<file path="src/rtl/lcd_display_arbiter.sv">
// Round-robin arbiter sharing one LCD1602 controller between the people counter (A)
// and the threshold/alarm value (B); each granted value is held for HOLD_CYCLES cycles.
module lcd_display_arbiter #(
    parameter int WIDTH       = 7,
    parameter int HOLD_CYCLES = 150000,
    parameter int CNT_W       = 24
) (
    input  logic             clk,
    input  logic             reset,
    input  logic             req_a,
    input  logic [WIDTH-1:0] val_a,
    input  logic             req_b,
    input  logic [WIDTH-1:0] val_b,
    output logic             gnt_a,
    output logic             gnt_b,
    output logic [WIDTH-1:0] lcd_in,
    output logic             lcd_ready,
    output logic             busy,
    output logic             active_src
);

    typedef enum logic [1:0] {
        ST_IDLE  = 2'd0,
        ST_GRANT = 2'd1,
        ST_HOLD  = 2'd2
    } state_t;

    localparam logic [CNT_W-1:0] HOLD_LOAD = CNT_W'(HOLD_CYCLES - 1);
    localparam logic [CNT_W-1:0] CNT_ONE   = CNT_W'(1);
    localparam logic [CNT_W-1:0] CNT_ZERO  = CNT_W'(0);

    state_t           state_r;
    logic [CNT_W-1:0] hold_cnt_r;
    logic             prio_r;      // 0: A wins a tie, 1: B wins a tie
    logic             winner_r;
    logic             pick_b_s;

    // Choose the source to serve from the live requests and the round-robin pointer.
    always_comb begin
        pick_b_s = 1'b0;
        if (req_a && req_b) begin
            pick_b_s = prio_r;
        end else if (req_b) begin
            pick_b_s = 1'b1;
        end else begin
            pick_b_s = 1'b0;
        end
    end

    // Arbitration FSM; every output is a register updated here.
    always_ff @(posedge clk or negedge reset) begin
        if (!reset) begin
            state_r    <= ST_IDLE;
            hold_cnt_r <= CNT_ZERO;
            prio_r     <= 1'b0;
            winner_r   <= 1'b0;
            gnt_a      <= 1'b0;
            gnt_b      <= 1'b0;
            lcd_in     <= {WIDTH{1'b0}};
            lcd_ready  <= 1'b0;
            busy       <= 1'b0;
            active_src <= 1'b0;
        end else begin
            case (state_r)
                ST_IDLE: begin
                    if (req_a || req_b) begin
                        state_r  <= ST_GRANT;
                        winner_r <= pick_b_s;
                        gnt_a    <= ~pick_b_s;
                        gnt_b    <= pick_b_s;
                        busy     <= 1'b1;
                    end else begin
                        state_r  <= ST_IDLE;
                    end
                end
                ST_GRANT: begin
                    // The value is captured at the end of the grant cycle, not at the request.
                    gnt_a      <= 1'b0;
                    gnt_b      <= 1'b0;
                    lcd_in     <= winner_r ? val_b : val_a;
                    active_src <= winner_r;
                    lcd_ready  <= 1'b1;
                    prio_r     <= ~winner_r;
                    hold_cnt_r <= HOLD_LOAD;
                    state_r    <= ST_HOLD;
                end
                ST_HOLD: begin
                    gnt_a <= 1'b0;
                    gnt_b <= 1'b0;
                    if (hold_cnt_r == CNT_ZERO) begin
                        state_r <= ST_IDLE;
                        busy    <= 1'b0;
                    end else begin
                        hold_cnt_r <= hold_cnt_r - CNT_ONE;
                    end
                end
                default: begin
                    state_r <= ST_IDLE;
                    gnt_a   <= 1'b0;
                    gnt_b   <= 1'b0;
                    busy    <= 1'b0;
                end
            endcase
        end
    end

endmodule

</file>
<file path="config.mk">
export PLATFORM = sky130hd
export DESIGN_NAME = lcd_display_arbiter
export DESIGN_NICKNAME = d
export VERILOG_FILES = /design/src/rtl/lcd_display_arbiter.sv
export SDC_FILE = /design/constraint.sdc
export NUM_CORES = 1
export LEC_CHECK = 0
export ABC_AREA = 1
export CORE_MARGIN = 1
export CORE_UTILIZATION = 50
export DETAILED_ROUTE_END_ITERATION = 7
export PLACE_DENSITY_LB_ADDON = 0.08
export SKIP_CTS_REPAIR_TIMING = 1
export SYNTH_ARGS = -nofsm -noshare
export SYNTH_HDL_FRONTEND = slang
export SYNTH_SLANG_ARGS = --single-unit
</file>
<file path="constraint.sdc">
create_clock -name clk -period 1.52 [get_ports clk]
set_clock_uncertainty 0.1 [all_clocks]
set_input_delay 0.38 -clock clk [delete_from_list [all_inputs] [get_ports clk]]
set_output_delay 0.38 -clock clk [all_outputs]
set_load 0.005 [all_outputs]
</file>
[After elaboration in Yosys (flattened, before gate mapping)]
Cells that the tools add are included.
Cells by class
  equality and inequality tests: 5
  add/sub/neg operators: 1
  div/mod/pow operators: 0
  mux-type cells: 15
  shift-type cells: 0
  multipliers: 0
  bitwise gates (word level): 3
  magnitude comparators: 0
  reductions and logical operators: 8
Operators by type and width (number)
  $pmux W24 S2: 1
  $logic_not A24 Y1: 1
  $mux W24: 1
  $sub A24 B1 Y24 const B: 1
  $mux W1: 9
  $mux W7: 1
  $ne A2 B2 Y1 const B: 3
  $pmux W2 S3: 1
  $reduce_and A2 Y1: 2
  $not A1 Y1: 3
  $pmux W1 S3: 1
  $reduce_and A3 Y1: 1
  $eq A2 B1 Y1 const B: 1
  $eq A2 B2 Y1 const B: 1
  $logic_not A2 Y1: 1
  $mux W2: 1
  $reduce_bool A2 Y1: 1
  $logic_and A1 B1 Y1: 1
  $logic_or A1 B1 Y1: 1
Word-level totals
  input port bits: 18
  RAM bits: 0
  ROM bits: 0
  word-level logic and storage cells: 42
  latch bits: 0
  output and inout port bits: 12
  register bits: 40
  memories: 0

[Depth between registers and ports, before layout]
Gate-level depths: netlist of the first run.
  depth after elaboration: 5
  mapped depth: 11

[Least setup slack after synthesis of the first run]
Ideal clock, no wire load.
  path kind: reg-to-reg
  start point: reg hold_cnt_r[0]
  end point: reg hold_cnt_r[2]
  data arrival time: 1.366 ns
  setup time: 0.123 ns
  slack: -0.069 ns
  buffers on the path: 1
  data required time: 1.297 ns
  stages on the path, launching flop included: 11
  cells stage by stage: dfrtp_1 -> inv_1 -> ha_1 -> nand3_1 -> nor2_2 -> nand3_4 -> nand2_4 -> nand2_2 -> buf_6 -> o21ai_0 -> nand2_1
On the way
  cells in the longest elaborated chain, start to end: 3
  elaborated cells between the ends (all ways): 6
Ends and longest elaborated chain
  start, declared: RTL line 33  | logic [CNT_W-1:0] hold_cnt_r;
  start signal, assigned: RTL line 94  | hold_cnt_r <= hold_cnt_r - CNT_ONE;
  $sub A24 B1 Y24 or $logic_not A24 Y1 (tied branches): RTL line 94, 90
  $mux W24 or $ne A2 B2 Y1 (tied branches)
  $pmux W24 S2 or $reduce_and A2 Y1 (tied branches)
Parallel ways exist; a longest one is shown, timed or not. The select of a mux whose other input is x is not followed.
A chain may end at the register's enable or synchronous reset.

[Worst setup path in the final report of the first run]
  start point: reg hold_cnt_r[6]
  end point: reg hold_cnt_r[16]
The elaborated chain is that of the path after synthesis.

==> results of run 1 <==
## flip-flops by register name, indices dropped and copies added, names as in the netlist
signal      count
winner_r        1
active_src      1
lcd_ready       1
lcd_in          7
gnt_b           1
busy            1
hold_cnt_r     24
prio_r          1
state_r         2
gnt_a           1
## metrics by stage
step / hold slack [ns] / area [um^2] / util
floorplan: -0.01559 / 2293 / -
global route: 0.4181 / 3772 / 0.8604
finish: 0.4022 / 3772 / 0.8604
CTS: -0.04769 / 3223 / 0.7352
global placement: 0.2677 / 3097 / 0.7063
detailed placement: 0.2738 / 3097 / 0.7063
## synth_stat cells
library cell	instances
nand2_1	83
nand3_1	44
nor2_1	41
dfrtp_1	40
inv_1	31
o21ai_0	21
nor2_2	9
nand4_1	8
nor3_1	5
clkbuf_1	4
o21ai_1	4
xor2_1	4
buf_6	2
ha_1	2
nand2_2	2
nor2_4	2
a21boi_0	1
a21oi_1	1
a21oi_4	1
and2_1	1
buf_2	1
clkinv_1	1
nand2_4	1
nand3_4	1
nand3b_1	1
o21a_1	1
or2_2	1
## routing by layer
metal | wire length (um) | global-route usage | up-vias
li1 | - | - | 1233
met1 | 3116 | 0.3452 | 1273
met2 | 4193 | 0.4714 | 135
met3 | 569 | 0.03198 | 43
met4 | 435 | 0.1178 | 0
met5 | 0 | 0 | -
## logic make-up (layout without fill, tap and decap cells)
logic type               after synthesis  in the layout  synth area share
AND/OR/NAND/NOR                      199            200            0.3941
flip-flops                            40             40            0.4379
buffers and inverters                 39            150           0.07115
AO/OA/AOI/OAI                         29             29           0.07061
XOR/XNOR                               4              4           0.01532
adder cells (fa/ha/maj)                2              2           0.01095
## how the worst min path moves through the flow
stage,endpoint,depth (start not counted),slack [ns]
finish,active_src,1,0.40
global route,active_src,1,0.42
global placement,hold_cnt_r[17],2,0.27
detailed placement,hold_cnt_r[17],2,0.27
floorplan,active_src,0,-0.02
CTS,hold_cnt_r[13],2,-0.05
## area by class of cell
class	count	area (um^2)	share of cell area
clock buffer	7	96.34	0.02554
clock inverter	1	30.03	0.007960
inverter	32	125.1	0.03317
multi-input combinational	235	1424	0.3774
sequential	40	1002	0.2657
tap	52	65.06	0.01725
timing repair buffer	110	1030	0.2730
## worst max-delay path: stages, from the launching register on
cell and delay, ns:
dfrtp_1 0.44, nor2_2 0.19, nand2_2 0.10, nor2_4 0.13, nand3_4 0.13, a21oi_4 0.24
buf_12 0.16, o21ai_0 0.08
## where the power goes
group	internal [mW]	total (mW)	switching, mW	leakage, nW
Clock	0.580	0.978	0.398	0.0645
Sequential	1.42	1.72	0.302	0.493
Combinational	1.88	4.14	2.26	1.30
Total	3.88	6.84	2.96	1.86
==> results.md, run 1 <==
* Grt ovf at 0
* Vias per Instance at 5.627
* Failing checks: setup timing
* Synth area leaders: dfrtp_1 44%, nand2_1 14%, nand3_1 9.6%
* GPL Wtd Cong at 0.8592
* Post-synthesis register bit count at 40
* Critical path fanouts, max at 9
* Ant diodes at 0
* DR iter-0 viols at 230
* Share of the synthesized area in the top cell type at 0.4379
* Required time of the critical path at 1.60 ns
* Final setup vio count at 26
* Site Rows at 24
* Cells after DPL at 448
* Clk slew on worst S/H paths at about 0.080 ns
* CTS Root Cell: clkbuf_8
* Mean area per synthesized cell at 7.303 um^2
* IO Pins at 30
* Pre-CTS setup slack at -0.1343 ns
* PD cells at 1813 nW/um^2
* Final hold vios at 0
* Outcome: finished with violations
* Leak Pwr at 1.862 nW
* Critical Path End: hold_cnt_r[16]
* IO buf count at 29
* Die Ht at 69.62 um
* Flop-to-flop setup slack at -0.18 ns
* Top cell type by total area after synthesis: dfrtp_1
* Share of layout cells above drive strength 1 at 0.3882
* Detailed-route DRC error count at 0
* Fin Setup TNS at -3.204 ns
* Final Non-Filler Cells at 477
* Initial antenna violation count at 0
* Vias after detailed routing at ~2.7k
* Starting Density at 0.5214
* CTS sink count at 40
* Sequential element share of the synthesized area at 0.4379
* Yosys warns at 0
* CP arrival at 1.78 ns
* Worst-Skew Late Latency at 0.30 ns
* Fillcell total at around 220
* CP Launch Point: hold_cnt_r[6]
* P&R area growth vs syn at 65.02%
* Dpl hpwl at 4407 um
* First-pass GRT wire length at 10,520 um
* Die X at 69.62 um
* DIE AREA at 4846 um^2
* Worst r2r dst: hold_cnt_r[16]
* Post-DRT Antenna Nets at 0
* Net count, final at approximately 440
* Max VDD drop at 1.363 mV
* Most common cell after layout, fill and taps aside: nand2_1
* Worst Hold Class: reg -> reg
* DRT Pass-1 Iters at 5
* Pins Over Slew Limit at 0
* Htree depth at 2
* Min-delay src: active_src
* All-Layer GR Usage at 0.2732
* Tot Pwr at 6.840 mW
* Fmax at slightly below 600 MHz
* Worst Path Class, Setup: reg -> reg
* Num CTS Buffers at 5
* Tcrit/Tclk final at 1.117
* Syn nets at 333
* Slew @ Worst Pin at 0.2921 ns
* Min Tclk post-route at 1.697 ns
* Mapped Area at 2286 um^2
* Post-Syn Instances at 313
* RSZ-0062 raised after global routing: true
* Largest net degree at the start of global routing at slightly above 40
* Reg-to-reg startpoint: hold_cnt_r[6]
* Max_cap viols at 0
* Core Area at approximately 4400 um^2
* Netlist cell types at 27
* DR WL/cell at 17.43 um
* Worst Reg-to-Reg Cells at 7
* Total routed wirelength at 8316 um
* Vias in the first global route at 2,392
* CP endpoint kind: flip-flop
* Worst Slack Setup Final at -0.1774 ns
* CTS Buffer Depth at 2
* Setup crit start kind: flip-flop
* Most frequent cells in the layout: 66 x nand2_1, 63 x buf_4, 41 x nand3_1
* CTS tree: built
* Rel. slew slack at 0.8038
Power figures use the tool's default switching activity.
==> inputs of run 2 (changes only) <==
GPL_TIMING_DRIVEN = 0   (was not set)
==> run 2 against run 1 <==
The flow still finishes with violations (setup timing). Highest routed layer unchanged. Critical path type unchanged. Sequential share of layout area up 5.3 points. Die area unchanged. Critical path depth rose by 1. Sequential power grew 3%.
==> results.md, run 2 (same netlist as run 1, synthesis figures left out) <==
* Outcome: finished with violations (unchanged)
* Failing checks: setup timing (unchanged)
* Met3 wire len at 280 um (was 569 um)
* Critical path fanouts, max at 6 (was 9)
* Total routed wirelength at 5813 um (was 8316 um)
* Reg-to-reg startpoint: hold_cnt_r[2] (was hold_cnt_r[6])
* WL met2 at 2707 um (was 4193 um)
* Vias after detailed routing at 2,244 (was 2,684)
* Net count, final at 385 (was 444)
* Clk slew on worst S/H paths at 0.08 ns (about the same)
* DIE AREA at 4846 um^2 (unchanged)
* DRT Pass-1 Iters at 5 (unchanged)
* Slew @ Worst Pin at 0.8897 ns (was 0.2921 ns)
* CTS tree: built (unchanged)
* Final hold vios at 0 (unchanged)
* Die X at 69.62 um (unchanged)
* CP endpoint kind: flip-flop (unchanged)
* Max_cap viols at 0 (unchanged)
* Leak Pwr at 1.505 nW (was 1.862 nW)
* First-pass GRT wire length at 8894 um (was 10,520 um)
* Setup crit start kind: flip-flop (unchanged)
* Worst-Skew Late Latency at 0.30 ns (about the same)
* Htree depth at 2 (unchanged)
* Initial antenna violation count at 0 (unchanged)
* Pre-CTS setup slack at -0.2483 ns (was -0.1343 ns)
* Share of layout cells above drive strength 1 at 0.2404 (was 0.3882)
* CTS Buffer Depth at 2 (unchanged)
* Tcrit/Tclk final at 1.190 (was 1.117)
* Final setup vio count at 26 (unchanged)
* Top Layer Used: met4 (unchanged)
* Worst Slack Setup Final at -0.2888 ns (was -0.1774 ns)
* Grt ovf at 0 (unchanged)
* Most common cell after layout, fill and taps aside: nand2_1 (unchanged)
* Top Registers: hold_cnt_r (24), lcd_in (7), state_r (2) (unchanged)
* DR iter-0 viols at 171 (was 230)
* Fmax at 552.9 MHz (was 589.1 MHz)
* RSZ-0062 raised after global routing: true (unchanged)
* IO buf count at 29 (unchanged)
* Vias per Instance at 5.368 (was 5.627)
* Fillcell total at 349 (was 224)
* Vias in the first global route at 2,011 (was 2,392)
* Met1 Routed Length at 2655 um (was 3116 um)
* Max FFs per register at 24 (unchanged)
* Detailed-route DRC error count at 0 (unchanged)
* Rel. slew slack at 0.4069 (was 0.8038)
* Cells after DPL at 394 (was 448)
* Post-DRT Antenna Nets at 0 (unchanged)
* DR WL/cell at 13.91 um (was 17.43 um)
* Max VDD drop at 1.063 mV (was 1.363 mV)
* PD cells at 1884 nW/um^2 (was 1813 nW/um^2)
* Worst Hold Class: in -> async (was reg -> reg)
* Ant diodes at 0 (unchanged)
* CP Launch Point: hold_cnt_r[2] (was hold_cnt_r[6])
* GPL Wtd Cong at 0.8584 (was 0.8592)
* Tot Pwr at 5.917 mW (was 6.840 mW)
* Largest net degree at the start of global routing at 41 (unchanged)
* IO Pins at 30 (unchanged)
* Pins Over Slew Limit at 0 (unchanged)
* Reg with most FFs: hold_cnt_r (unchanged)
* Final Non-Filler Cells at 418 (was 477)
* CTS sink count at 40 (unchanged)
* Starting Density at 0.5214 (unchanged)
* Num CTS Buffers at 5 (unchanged)
* CTS Root Cell: clkbuf_8 (unchanged)
* Core Area at 4384 um^2 (unchanged)
* Die Ht at 69.62 um (unchanged)
* Site Rows at 24 (unchanged)
* Required time of the critical path at 1.66 ns (was 1.60 ns)
* All-Layer GR Usage at 0.2279 (was 0.2732)
* Worst Path Class, Setup: reg -> reg (unchanged)
* CP arrival at 1.94 ns (was 1.78 ns)
* P&R area growth vs syn at 37.38% (was 65.02%)
* Most frequent cells in the layout: 70 x nand2_1, 43 x nand3_1, 39 x dfrtp_1 (was 66 x nand2_1, 63 x buf_4, 41 x nand3_1)
* Min Tclk post-route at 1.809 ns (was 1.697 ns)
* Dpl hpwl at 3700 um (was 4407 um)
run 2: stage by stage:
| step | util | hold WS [ns] | instance area, um^2 | TNS (ns) |
|---|---|---|---|---|
| 3_5_place_dp | 0.6030 | 0.3675 | 2644 | -5.404 |
| 4_1_cts | 0.6276 | 0.1406 | 2751 | -7.129 |
| 3_3_place_gp | 0.6042 | 0.3554 | 2649 | -46.50 |
| 6_report | 0.7163 | 0.08700 | 3141 | -5.754 |
| 2_1_floorplan | - | -0.01559 | 2293 | -0.1399 |
| 5_1_grt | 0.7163 | 0.1751 | 3141 | -8.366 |
run 2: worst paths after layout:
kind,end,slack (ns),cells past startpoint
max,hold_cnt_r[2],-0.29,8
min,hold_cnt_r[17],0.09,1
max reg2reg,hold_cnt_r[2],-0.29,8
min reg2reg,lcd_ready,0.38,1
max in group asynchronous,state_r[0],0.59,1
min in group clk,lcd_ready,0.38,1
run 2: worst max-delay path, cell delays in order, from the launching register on:
cell	delay, ns
dfrtp_1	0.46
nor2_4	0.17
nand2_1	0.11
nor2_2	0.15
nand3_4	0.15
a21oi_4	0.30
buf_6	0.19
nand2_2	0.05
nand2_1	0.06
run 2: power by group:
group          internal (mW)  switching (mW)
clock                  0.488           0.381
sequential              1.42           0.349
combinational           1.49            1.79
run 2: layout make-up:
type,count,area [um^2],share of cell area
inverter,32,123.9,0.03944
timing repair buffer,45,479.2,0.1526
sequential,40,1002,0.3191
clock inverter,2,35.03,0.01116
multi-input combinational,234,1313,0.4179
tap,52,65.06,0.02072
clock buffer,6,72.57,0.02311
buffer,7,50.05,0.01594
run 2: layer usage:
layer  vias to the layer above  track usage
li1                       1113            -
met1                      1052       0.2976
met2                        61       0.3851
met3                        18      0.04651
met4                         0      0.06222
met5                         -            0
==> inputs of run 3 (changes only) <==
CORE_MARGIN = not set   (was 1)
PLACE_DENSITY = 0.76   (was not set)
PLACE_DENSITY_LB_ADDON = not set   (was 0.08)
==> run 3 against run 2 <==
The flow still finishes with violations (setup timing). Maximum frequency up 1.1%. First-iteration DRC count down 16%. Count of clock-buffer cells in the layout unchanged. Critical path type unchanged. Critical endpoint is now hold_cnt_r[14]. Largest cell class unchanged. Largest power group unchanged.
==> results.md, run 3 (same netlist as run 1, synthesis figures left out) <==
* Die Ht at 69.62 um (unchanged)
* Final hold vios at 0 (unchanged)
* Leak Pwr at 1.503 nW (was 1.505 nW)
* Dpl hpwl at 3859 um (was 3700 um)
* Fmax at 558.8 MHz (was 552.9 MHz)
* Final setup vio count at 26 (unchanged)
* Grt ovf at 0 (unchanged)
* Vias after detailed routing at 2,255 (was 2,244)
* Failing checks: setup timing (unchanged)
* Worst Reg-to-Reg Cells at 11 (was 8)
* CP top delay family: simple AND/OR/NAND/NOR gates (unchanged)
* CTS tree: built (unchanged)
* Reg-to-reg startpoint: hold_cnt_r[0] (was hold_cnt_r[2])
* PD cells at 1839 nW/um^2 (was 1884 nW/um^2)
* Post-DRT Antenna Nets at 0 (unchanged)
* Num CTS Buffers at 5 (unchanged)
* CTS sink count at 40 (unchanged)
* IO buf count at 29 (unchanged)
* Initial antenna violation count at 0 (unchanged)
* Fin Setup TNS at -5.405 ns (was -5.754 ns)
* IO Pins at 30 (unchanged)
* Crit-path most repeated cell: nand2_1 (unchanged)
* Worst Slack Setup Final at -0.2695 ns (was -0.2888 ns)
* CTS Root Cell: clkbuf_8 (unchanged)
* Largest stage delay, worst path at 0.38 ns (was 0.46 ns)
* Max VDD drop at 1.018 mV (was 1.063 mV)
* Top Registers: hold_cnt_r (24), lcd_in (7), state_r (2) (unchanged)
* CTS Buffer Depth at 2 (unchanged)
* Fillcell total at 327 (was 349)
* Critical path fanouts, max at 6 (unchanged)
* Number of cells on the critical path at 11 (was 8)
* CP Launch Point: hold_cnt_r[0] (was hold_cnt_r[2])
* Starting Density at 0.5214 (unchanged)
* Slew @ Worst Pin at 0.8727 ns (was 0.8897 ns)
* Final hold slack at 0.09646 ns (was 0.08700 ns)
* Die X at 69.62 um (unchanged)
* Worst r2r dst: hold_cnt_r[14] (was hold_cnt_r[2])
* RSZ-0062 raised after global routing: true (unchanged)
* Htree depth at 2 (unchanged)
* Util after Layout at 0.7172 (was 0.7163)
* Site Rows at 24 (unchanged)
* Total routed wirelength at 5963 um (was 5813 um)
* CP max-delay cell: dfrtp_1 (unchanged)
* Tcrit/Tclk final at 1.177 (was 1.190)
* Reg with most FFs: hold_cnt_r (unchanged)
* Critical Path End: hold_cnt_r[14] (was hold_cnt_r[2])
* GPL Wtd Cong at 0.9154 (was 0.8584)
* Largest net degree at the start of global routing at 41 (unchanged)
* Pins Over Slew Limit at 0 (unchanged)
* Ant diodes at 0 (unchanged)
* P&R area growth vs syn at 37.55% (was 37.38%)
* Flop-to-flop setup slack at -0.27 ns (was -0.29 ns)
* Outcome: finished with violations (unchanged)
* DR WL/cell at 14.10 um (was 13.91 um)
* Vias per Instance at 5.331 (was 5.368)
* CP arrival at 1.87 ns (was 1.94 ns)
* Min Tclk post-route at 1.790 ns (was 1.809 ns)
* Cells after DPL at 394 (unchanged)
* Worst Hold Class: in -> async (unchanged)
* Core Area at 4384 um^2 (unchanged)
* CP Cell Sequence: inv_2 > ha_2 > nand2_1 > inv_2 > nand2_1 > inv_1 > nand2_1 > nand2_1 > nand3_1 > nand2_1 > o21ai_1 (was nor2_4 > nand2_1 > nor2_2 > nand3_4 > a21oi_4 > buf_6 > nand2_2 > nand2_1)
* Share of layout cells above drive strength 1 at 0.2453 (was 0.2404)
* Setup crit start kind: flip-flop (unchanged)
* Max FFs per register at 24 (unchanged)
* Worst-Skew Late Latency at 0.30 ns (about the same)
* Clk slew on worst S/H paths at 0.08 ns (about the same)
* Detailed-route DRC error count at 0 (unchanged)
* DRT Pass-1 Iters at 5 (unchanged)
* Most frequent cells in the layout: 71 x nand2_1, 43 x nand3_1, 36 x dfrtp_1 (was 70 x nand2_1, 43 x nand3_1, 39 x dfrtp_1)
* Net count, final at 390 (was 385)
* DIE AREA at 4846 um^2 (unchanged)
* Final Non-Filler Cells at 423 (was 418)
* Most common cell after layout, fill and taps aside: nand2_1 (unchanged)
* First-pass GRT wire length at 8935 um (was 8894 um)
* Rel. slew slack at 0.4182 (was 0.4069)
* Vias in the first global route at 1,987 (was 2,011)
* Tot Pwr at 5.783 mW (was 5.917 mW)
* Buf+Inv Stages, Crit Path at 3 (was 1)
* CP endpoint kind: flip-flop (unchanged)
* Required time of the critical path at 1.60 ns (was 1.66 ns)
* All-Layer GR Usage at 0.2314 (was 0.2279)
* Max_cap viols at 0 (unchanged)
* Worst Path Class, Setup: reg -> reg (unchanged)
* DR iter-0 viols at 143 (was 171)
==> run 3: changes by cell type in the layout (fill, tap and decap cells not counted), sizes merged <==
cell      delta
inv          -1
clkinvlp     +1
buf          +6
clkbuf       -1
==> run 3: final cells by class <==
| cell class | instances | area [um^2] | area share |
|---|---|---|---|
| Clock buffer | 6 | 72.57 | 0.02308 |
| Sequential cell | 40 | 1006 | 0.3199 |
| Timing Repair Buffer | 52 | 514.2 | 0.1635 |
| Multi-Input combinational cell | 234 | 1286 | 0.4091 |
| Buffer | 5 | 37.54 | 0.01194 |
| Inverter | 32 | 127.6 | 0.04059 |
| Clock inverter | 2 | 35.03 | 0.01114 |
| Tap cell | 52 | 65.06 | 0.02069 |
==> run 3: per-stage QoR <==
stage / worst slack (ns) / instance area [um^2]
6_report: -0.2695 / 3144
4_1_cts: -0.2554 / 2751
2_1_floorplan: -0.02274 / 2293
3_3_place_gp: -1.037 / 2649
5_1_grt: -0.3712 / 3144
3_5_place_dp: -0.2461 / 2644
==> run 3: worst min-delay path by stage <==
stage,to,slack [ns],cells past startpoint,startpoint
global placement,hold_cnt_r[22],0.36,1,hold_cnt_r[22]
floorplan,active_src,-0.02,0,reset
global route,lcd_ready,0.16,1,reset
detailed placement,lcd_ready,0.36,1,lcd_ready
finish,lcd_ready,0.1,1,reset
CTS,lcd_ready,0.13,1,reset
==> run 3: power breakdown <==
group	switching (mW)	internal [mW]	total (mW)
registers	0.389	1.42	1.81
clock network	0.370	0.487	0.858
logic	1.72	1.39	3.11
==> run 3: per-layer routing <==
layer,GRT usage,wire (um)
met1,0.3198,2717
met2,0.3528,2850
met3,0.05378,233
met4,0.09111,162
met5,0,0
